$ cat src/rtl/fifo_pkg.sv
// Shared async-FIFO definitions for the write and read pointer controllers:
// default address width and Gray/binary pointer conversions.
package fifo_pkg;

  localparam int ADDRSIZE_DEF = 9;
  localparam int CONV_W       = 32;

  function automatic logic [CONV_W-1:0] bin2gray(input logic [CONV_W-1:0] b);
    return (b >> 1) ^ b;
  endfunction

  function automatic logic [CONV_W-1:0] gray2bin(input logic [CONV_W-1:0] g);
    logic [CONV_W-1:0] b;
    b[CONV_W-1] = g[CONV_W-1];
    for (int i = CONV_W-2; i >= 0; i--) begin
      b[i] = b[i+1] ^ g[i];
    end
    return b;
  endfunction

endpackage

$ cat src/rtl/wptr_full_ctrl_if.sv
// Write-side bundle of the async FIFO: producer request, read pointer from the
// read domain, and the pointer/flag outputs of the write controller.
interface wptr_full_ctrl_if #(
  parameter int ADDRSIZE = fifo_pkg::ADDRSIZE_DEF
) ();

  logic                winc;
  logic [ADDRSIZE:0]   rptr;
  logic                woverflow_clr;
  logic                wen;
  logic [ADDRSIZE-1:0] waddr;
  logic [ADDRSIZE:0]   wptr;
  logic                wfull;
  logic                walmost_full;
  logic [ADDRSIZE:0]   wlevel;
  logic                woverflow;

  modport master (
    output winc, rptr, woverflow_clr,
    input  wen, waddr, wptr, wfull, walmost_full, wlevel, woverflow
  );

  modport slave (
    input  winc, rptr, woverflow_clr,
    output wen, waddr, wptr, wfull, walmost_full, wlevel, woverflow
  );

endinterface

$ cat src/rtl/wptr_full_ctrl_sync_r2w.sv
// Two-flop synchronizer bringing the Gray read pointer into the write clock
// domain; the only place the read-domain pointer is sampled.
module sync_r2w #(
  parameter int WIDTH = fifo_pkg::ADDRSIZE_DEF + 1
) (
  input  logic             clk,
  input  logic             rst,
  input  logic [WIDTH-1:0] d,
  output logic [WIDTH-1:0] q
);

  logic [WIDTH-1:0] meta;

  always_ff @(posedge clk) begin
    if (rst) begin
      meta <= '0;
      q    <= '0;
    end else begin
      meta <= d;
      q    <= meta;
    end
  end

endmodule

$ cat src/rtl/wptr_full_ctrl.sv
// Async FIFO write-side controller: binary/Gray write pointer, pessimistic full,
// almost-full and fill level against the synchronized read pointer, sticky overflow.
module wptr_full_ctrl
  import fifo_pkg::*;
#(
  parameter int ADDRSIZE     = ADDRSIZE_DEF,
  parameter int AFULL_THRESH = 2**ADDRSIZE - 4
) (
  input  logic          wclk,
  input  logic          wrst,
  wptr_full_ctrl_if.slave bus
);

  localparam int PW = ADDRSIZE + 1;
  localparam logic [PW-1:0] AFULL_LVL = PW'(AFULL_THRESH);

  logic [PW-1:0]     wbin;
  logic [PW-1:0]     wbinnext;
  logic [PW-1:0]     wgraynext;
  logic [PW-1:0]     wq2_rptr;
  logic [PW-1:0]     rbin_sync;
  logic [PW-1:0]     level_next;
  logic [PW-1:0]     wptr_q;
  logic [PW-1:0]     wlevel_q;
  logic              wfull_q;
  logic              walmost_q;
  logic              wovf_q;
  logic              wr_ok;
  logic              full_next;
  logic [CONV_W-1:0] gray_wide;
  logic [CONV_W-1:0] rbin_wide;
  logic              unused_hi;

  sync_r2w #(.WIDTH(PW)) u_sync_r2w (
    .clk (wclk),
    .rst (wrst),
    .d   (bus.rptr),
    .q   (wq2_rptr)
  );

  assign wr_ok     = bus.winc & ~wfull_q;
  assign wbinnext  = wbin + PW'(wr_ok);
  assign gray_wide = bin2gray(CONV_W'(wbinnext));
  assign wgraynext = gray_wide[PW-1:0];
  assign rbin_wide = gray2bin(CONV_W'(wq2_rptr));
  assign rbin_sync = rbin_wide[PW-1:0];

  // Modulo subtraction keeps the level correct across the pointer wrap.
  assign level_next = wbinnext - rbin_sync;
  assign full_next  = (wgraynext == {~wq2_rptr[ADDRSIZE:ADDRSIZE-1], wq2_rptr[ADDRSIZE-2:0]});
  assign unused_hi  = ^{gray_wide[CONV_W-1:PW], rbin_wide[CONV_W-1:PW]};

  always_ff @(posedge wclk) begin
    if (wrst) begin
      wbin      <= '0;
      wptr_q    <= '0;
      wfull_q   <= 1'b0;
      walmost_q <= 1'b0;
      wlevel_q  <= '0;
      wovf_q    <= 1'b0;
    end else begin
      wbin      <= wbinnext;
      wptr_q    <= wgraynext;
      wfull_q   <= full_next;
      walmost_q <= (level_next >= AFULL_LVL);
      wlevel_q  <= level_next;
      // A rejected write wins over a simultaneous clear.
      if (bus.winc && wfull_q) begin
        wovf_q <= 1'b1;
      end else if (bus.woverflow_clr) begin
        wovf_q <= 1'b0;
      end
    end
  end

  assign bus.wen          = wr_ok;
  assign bus.waddr        = wbin[ADDRSIZE-1:0];
  assign bus.wptr         = wptr_q;
  assign bus.wfull        = wfull_q;
  assign bus.walmost_full = walmost_q;
  assign bus.wlevel       = wlevel_q;
  assign bus.woverflow    = wovf_q;

endmodule

$ cat src/flat_wrapper.sv
// flat-port wrapper written by rule: the top's interface ports become plain ports
module wptr_full_ctrl_flat import fifo_pkg::*;
#(
  parameter int ADDRSIZE     = ADDRSIZE_DEF,
  parameter int AFULL_THRESH = 2**ADDRSIZE - 4
)
  (wclk, wrst, bus_winc, bus_rptr, bus_woverflow_clr, bus_wen, bus_waddr, bus_wptr, bus_wfull, bus_walmost_full, bus_wlevel, bus_woverflow);
  wptr_full_ctrl_if #(.ADDRSIZE(ADDRSIZE)) bus_i ();
  input  logic wclk;
  input  logic wrst;
  input wire logic [$bits(bus_i.winc)-1:0] bus_winc;
  input wire logic [$bits(bus_i.rptr)-1:0] bus_rptr;
  input wire logic [$bits(bus_i.woverflow_clr)-1:0] bus_woverflow_clr;
  output wire logic [$bits(bus_i.wen)-1:0] bus_wen;
  output wire logic [$bits(bus_i.waddr)-1:0] bus_waddr;
  output wire logic [$bits(bus_i.wptr)-1:0] bus_wptr;
  output wire logic [$bits(bus_i.wfull)-1:0] bus_wfull;
  output wire logic [$bits(bus_i.walmost_full)-1:0] bus_walmost_full;
  output wire logic [$bits(bus_i.wlevel)-1:0] bus_wlevel;
  output wire logic [$bits(bus_i.woverflow)-1:0] bus_woverflow;
  assign bus_i.winc = bus_winc;
  assign bus_i.rptr = bus_rptr;
  assign bus_i.woverflow_clr = bus_woverflow_clr;
  assign bus_wen = bus_i.wen;
  assign bus_waddr = bus_i.waddr;
  assign bus_wptr = bus_i.wptr;
  assign bus_wfull = bus_i.wfull;
  assign bus_walmost_full = bus_i.walmost_full;
  assign bus_wlevel = bus_i.wlevel;
  assign bus_woverflow = bus_i.woverflow;
  wptr_full_ctrl #(.ADDRSIZE(ADDRSIZE), .AFULL_THRESH(AFULL_THRESH)) u_core (.wclk(wclk), .wrst(wrst), .bus(bus_i));
endmodule
$ cat config.mk
export PLATFORM = sky130hd
export DESIGN_NAME = wptr_full_ctrl_flat
export DESIGN_NICKNAME = d
export VERILOG_FILES = /design/src/rtl/fifo_pkg.sv /design/src/rtl/wptr_full_ctrl_if.sv /design/src/rtl/wptr_full_ctrl_sync_r2w.sv /design/src/rtl/wptr_full_ctrl.sv /design/src/flat_wrapper.sv
export SDC_FILE = /design/constraint.sdc
export NUM_CORES = 1
export LEC_CHECK = 0
export BUFFER_PORTS_ARGS = -buffer_cell sky130_fd_sc_hd__buf_2
export CORE_MARGIN = 1
export CORE_UTILIZATION = 50
export CTS_CLUSTER_DIAMETER = 60
export CTS_CLUSTER_SIZE = 10
export DETAILED_ROUTE_END_ITERATION = 10
export GPL_TIMING_DRIVEN = 0
export HOLD_SLACK_MARGIN = 0.12
export PLACE_DENSITY_LB_ADDON = 0.05
export SETUP_SLACK_MARGIN = 0.05
export SLEW_MARGIN = 20
export SYNTH_ARGS = -nofsm -noshare
export SYNTH_HDL_FRONTEND = slang
export SYNTH_SLANG_ARGS = --single-unit
$ cat constraint.sdc
create_clock -name wclk -period 3.9 [get_ports wclk]
set_clock_uncertainty 0.05 [all_clocks]
set_input_delay 0.39 -clock wclk [delete_from_list [all_inputs] [get_ports wclk]]
set_output_delay 0.39 -clock wclk [all_outputs]
set_load 0.05 [all_outputs]
==> results.sh <==
export IMPL_status="completed"
export IMPL_cp_start_kind="register"
export IMPL_worst_slack_ns=0.141
export IMPL_end_kind="register"
export IMPL_crit_chain="xnor2_2 -> xor2_2 -> xor2_2 -> xor2_2 -> xor2_2 -> xor2_4 -> buf_4 -> xor2_1 -> ha_1 -> nor2b_2 -> o31a_1 -> o21ai_2 -> nor2b_4 -> nand4b_1 -> a311oi_2 -> o2bb2ai_1"
export IMPL_final_common_cell="dfxtp_1"
export IMPL_cpPeakStageDelay_ns=0.35
export IMPL_routed_via_count=1949
export IMPL_synth_top_area_share_pct=41.4
export IMPL_combPwrFrac_pct=32.4
export IMPL_postRouteAntennaNets=0
export IMPL_dr_pass1_iters=4
export IMPL_port_buffers=45
export IMPL_rsz0062_at_grt="yes"
export IMPL_cts_tree="done"
export IMPL_async_flop_share_pct=0
export IMPL_crit_type="reg -> reg"
export IMPL_vias_per_cell=4.88
export IMPL_drive_above_1_share_pct=23.5
export IMPL_share_seq_of_total_power_pct=44.1
export IMPL_slew_viol_final=0
export IMPL_antenna_found_initial=0
export IMPL_syn_to_final_growth_pct=20.0
export IMPL_wl_per_cell_um=12.2
export IMPL_switching_share_pct=34.4
export IMPL_required_ns=4.07
export IMPL_cts_sinks=52
export IMPL_num_antenna_cells=0
export IMPL_cts_path_max_buffers=2
export IMPL_ys_seq_area_share_pct=41.4
export IMPL_pre_cts_ws_ns=-0.0338
export IMPL_relSlewSlack_pct=60.4
export IMPL_grt_pass1_vias=1756
export IMPL_core_sq_mm=0.00479
export IMPL_synth_warnings=0
export IMPL_cp_slowest_cell="dfxtp_2"
export IMPL_syn_area_sq_mm=0.00252
export IMPL_fmax_ghz=0.266
export IMPL_syn_nets=296
export IMPL_most_common_layout_cells="dfxtp_1 (51), buf_2 (47), nor2_1 (30)"
export IMPL_critPathArrivalTime_ns=3.93
export IMPL_drc=0
export IMPL_max_slew_worst_pin_slew_ns=0.594
export IMPL_grt_util_all_layers_pct=19.8
export IMPL_path_max_fanout=4
export IMPL_hold_viol_final=0
export IMPL_setup_viol=0
export IMPL_drv_cap=0
export IMPL_ios=47
export IMPL_grt_max_degree=16
export IMPL_place_gp_congestion=0.852
export IMPL_totalPowerFinal_mw=1.34
export IMPL_ys_flop_type="dfxtp_1"
export IMPL_hold_class="in -> reg"
export IMPL_synth_area_leaders="dfxtp_1 (41%), xor2_1 (7.7%), nor2b_1 (7.0%), xnor2_1 (6.6%), ha_1 (5.5%)"
export IMPL_final_nets=357
export IMPL_cpLargestDelayFamily="XOR/XNOR gates"
export IMPL_grt_first_pass_wirelength_um=7940
export IMPL_min_period_ns=3.76
export IMPL_leakage_nw=1.35
export IMPL_irDropWorstVdd_v=0.000276
export IMPL_powerDensity_mw_per_mm2=442
export IMPL_clkPwrFrac_pct=23.5
export IMPL_clk_latency_ns=0.30
export IMPL_die_area_sq_mm=0.00532
export IMPL_internal_power_mw=0.877
export IMPL_ys_types=41
export IMPL_synth_seq_cells=52
export IMPL_avgSynthCellArea_sq_um=9.32
export IMPL_die_width_um=72.9
export IMPL_cts_root_buf="clkbuf_8"
export IMPL_drtIter0Drc=92
export IMPL_synth_edf_count=0
export IMPL_cts_hold_buf=0
export IMPL_grt_overflow=0
export IMPL_place_hpwl_um=3550
export IMPL_fin_crit_sh_pct=96.4
export IMPL_path_clk_slew_ns=0.09
export IMPL_start_util_pct=52.6
export IMPL_die_h_um=72.9
export IMPL_crit_buf_inv=1
export IMPL_synth_cells=270
export IMPL_post_synth_top_area_cell="dfxtp_1"
export IMPL_h_tree_depth=2
export IMPL_placementRows=25
export IMPL_power_switching_mw=0.459
export IMPL_path_common_cell="xor2_2"
export IMPL_cts_buffers_inserted=5
export IMPL_routed_wl_um=4870
## metal layers
layer  vias up  routed length (um)  share of wire (%)  global-route usage [%]
li1       1016                   -                  -                       -
met1       870                2380                 49                    26.3
met2        59                2230                 46                    32.4
met3         4                 212                4.4                    4.14
met4         0                  39               0.80                    5.88
met5         -                   0                  0                       0
## flip-flops by register name, indices dropped and copies added (netlist names)
name,flops
u_core.u_sync_r2w.meta,10
u_core.bus.woverflow,1
u_core.bus.walmost_full,1
u_core.wbin,9
u_core.u_sync_r2w.q,10
u_core.bus.wfull,1
u_core.bus.wptr,10
u_core.bus.wlevel,10
## timing repair
item,4_1_cts,5_1_grt
resized for setup,3,6
pin swaps,5,5
buffers inserted,7,2
endpoints found under the setup margin,1,3
## cell type report
cell class | instances | area, sq um
fill | 437 | 1770
clock buffer | 7 | 86.3
buffer | 15 | 58.8
clock inverter | 1 | 7.51
multi-input combinational | 194 | 1420
sequential | 52 | 1040
tap | 67 | 83.8
inverter | 9 | 33.8
timing repair buffer | 54 | 293
## per-stage QoR
stage          std cells  utilization [%]  hold WS [ns]  setup TNS [ns]  cell area (sq um)
2_1_floorplan        270                -         0.364               0               2520
3_3_place_gp         382             59.1         0.367               0               2830
3_5_place_dp         382             59.1         0.374         -0.0338               2830
4_1_cts              397             62.2         0.237               0               2980
5_1_grt              399             63.1         0.238          -0.100               3020
6_report             399             63.1         0.241               0               3020
## Yosys cell counts, types with 8 or more instances
cell      instances
dfxtp_1          52
nor2_1           30
nor2b_1          28
xor2_1           22
xnor2_1          19
clkbuf_1         13
nand2_1          12
ha_1             11
a21oi_1           8
inv_1             8
nand3_1           8
o21ai_0           8
## worst reg2reg max path: cells and delay by family, from the launching register on
family                     cells  cell delay, ns
AOI/OAI and AO/OA              4            0.81
xor gates and xnor gates       7            1.52
adders and majority gates      1            0.29
buffers and inverters          1            0.16
DFF                            1            0.35
and+or+nand+nor                3            0.53
## path summary, 6_finish.rpt
check                                                          start                                    to  slack [ns]  cells after the start
worst min register to register  u_core.u_sync_r2w.meta[7]$_SDFF_PP0_     u_core.u_sync_r2w.q[7]$_SDFF_PP0_        0.39                      1
worst max register to register     u_core.u_sync_r2w.q[9]$_SDFF_PP0_    u_core.bus.walmost_full$_SDFF_PP0_        0.14                     16
worst min-delay path                                     bus_rptr[1]  u_core.u_sync_r2w.meta[1]$_SDFF_PP0_        0.24                      2
worst max-delay path               u_core.u_sync_r2w.q[9]$_SDFF_PP0_    u_core.bus.walmost_full$_SDFF_PP0_        0.14                     16
## power by group through the flow
stage	Combinational (mW)	Sequential, mW	Clock (mW)
floorplan	0.196	0.723	0
global placement	0.392	0.601	0
detailed placement	0.394	0.602	0
CTS	0.419	0.590	0.321
global route	0.468	0.595	0.344
finish	0.433	0.590	0.314
## kinds of logic after synthesis
kind of cell             share of synthesized area (%)
buffers and inverters                             3.68
AND/OR/NAND/NOR                                   19.1
XOR/XNOR                                          18.6
AO/OA/AOI/OAI                                     10.9
adder cells (fa/ha/maj)                           6.27
flip-flops                                        41.4
(Power assumes the default switching activity.)
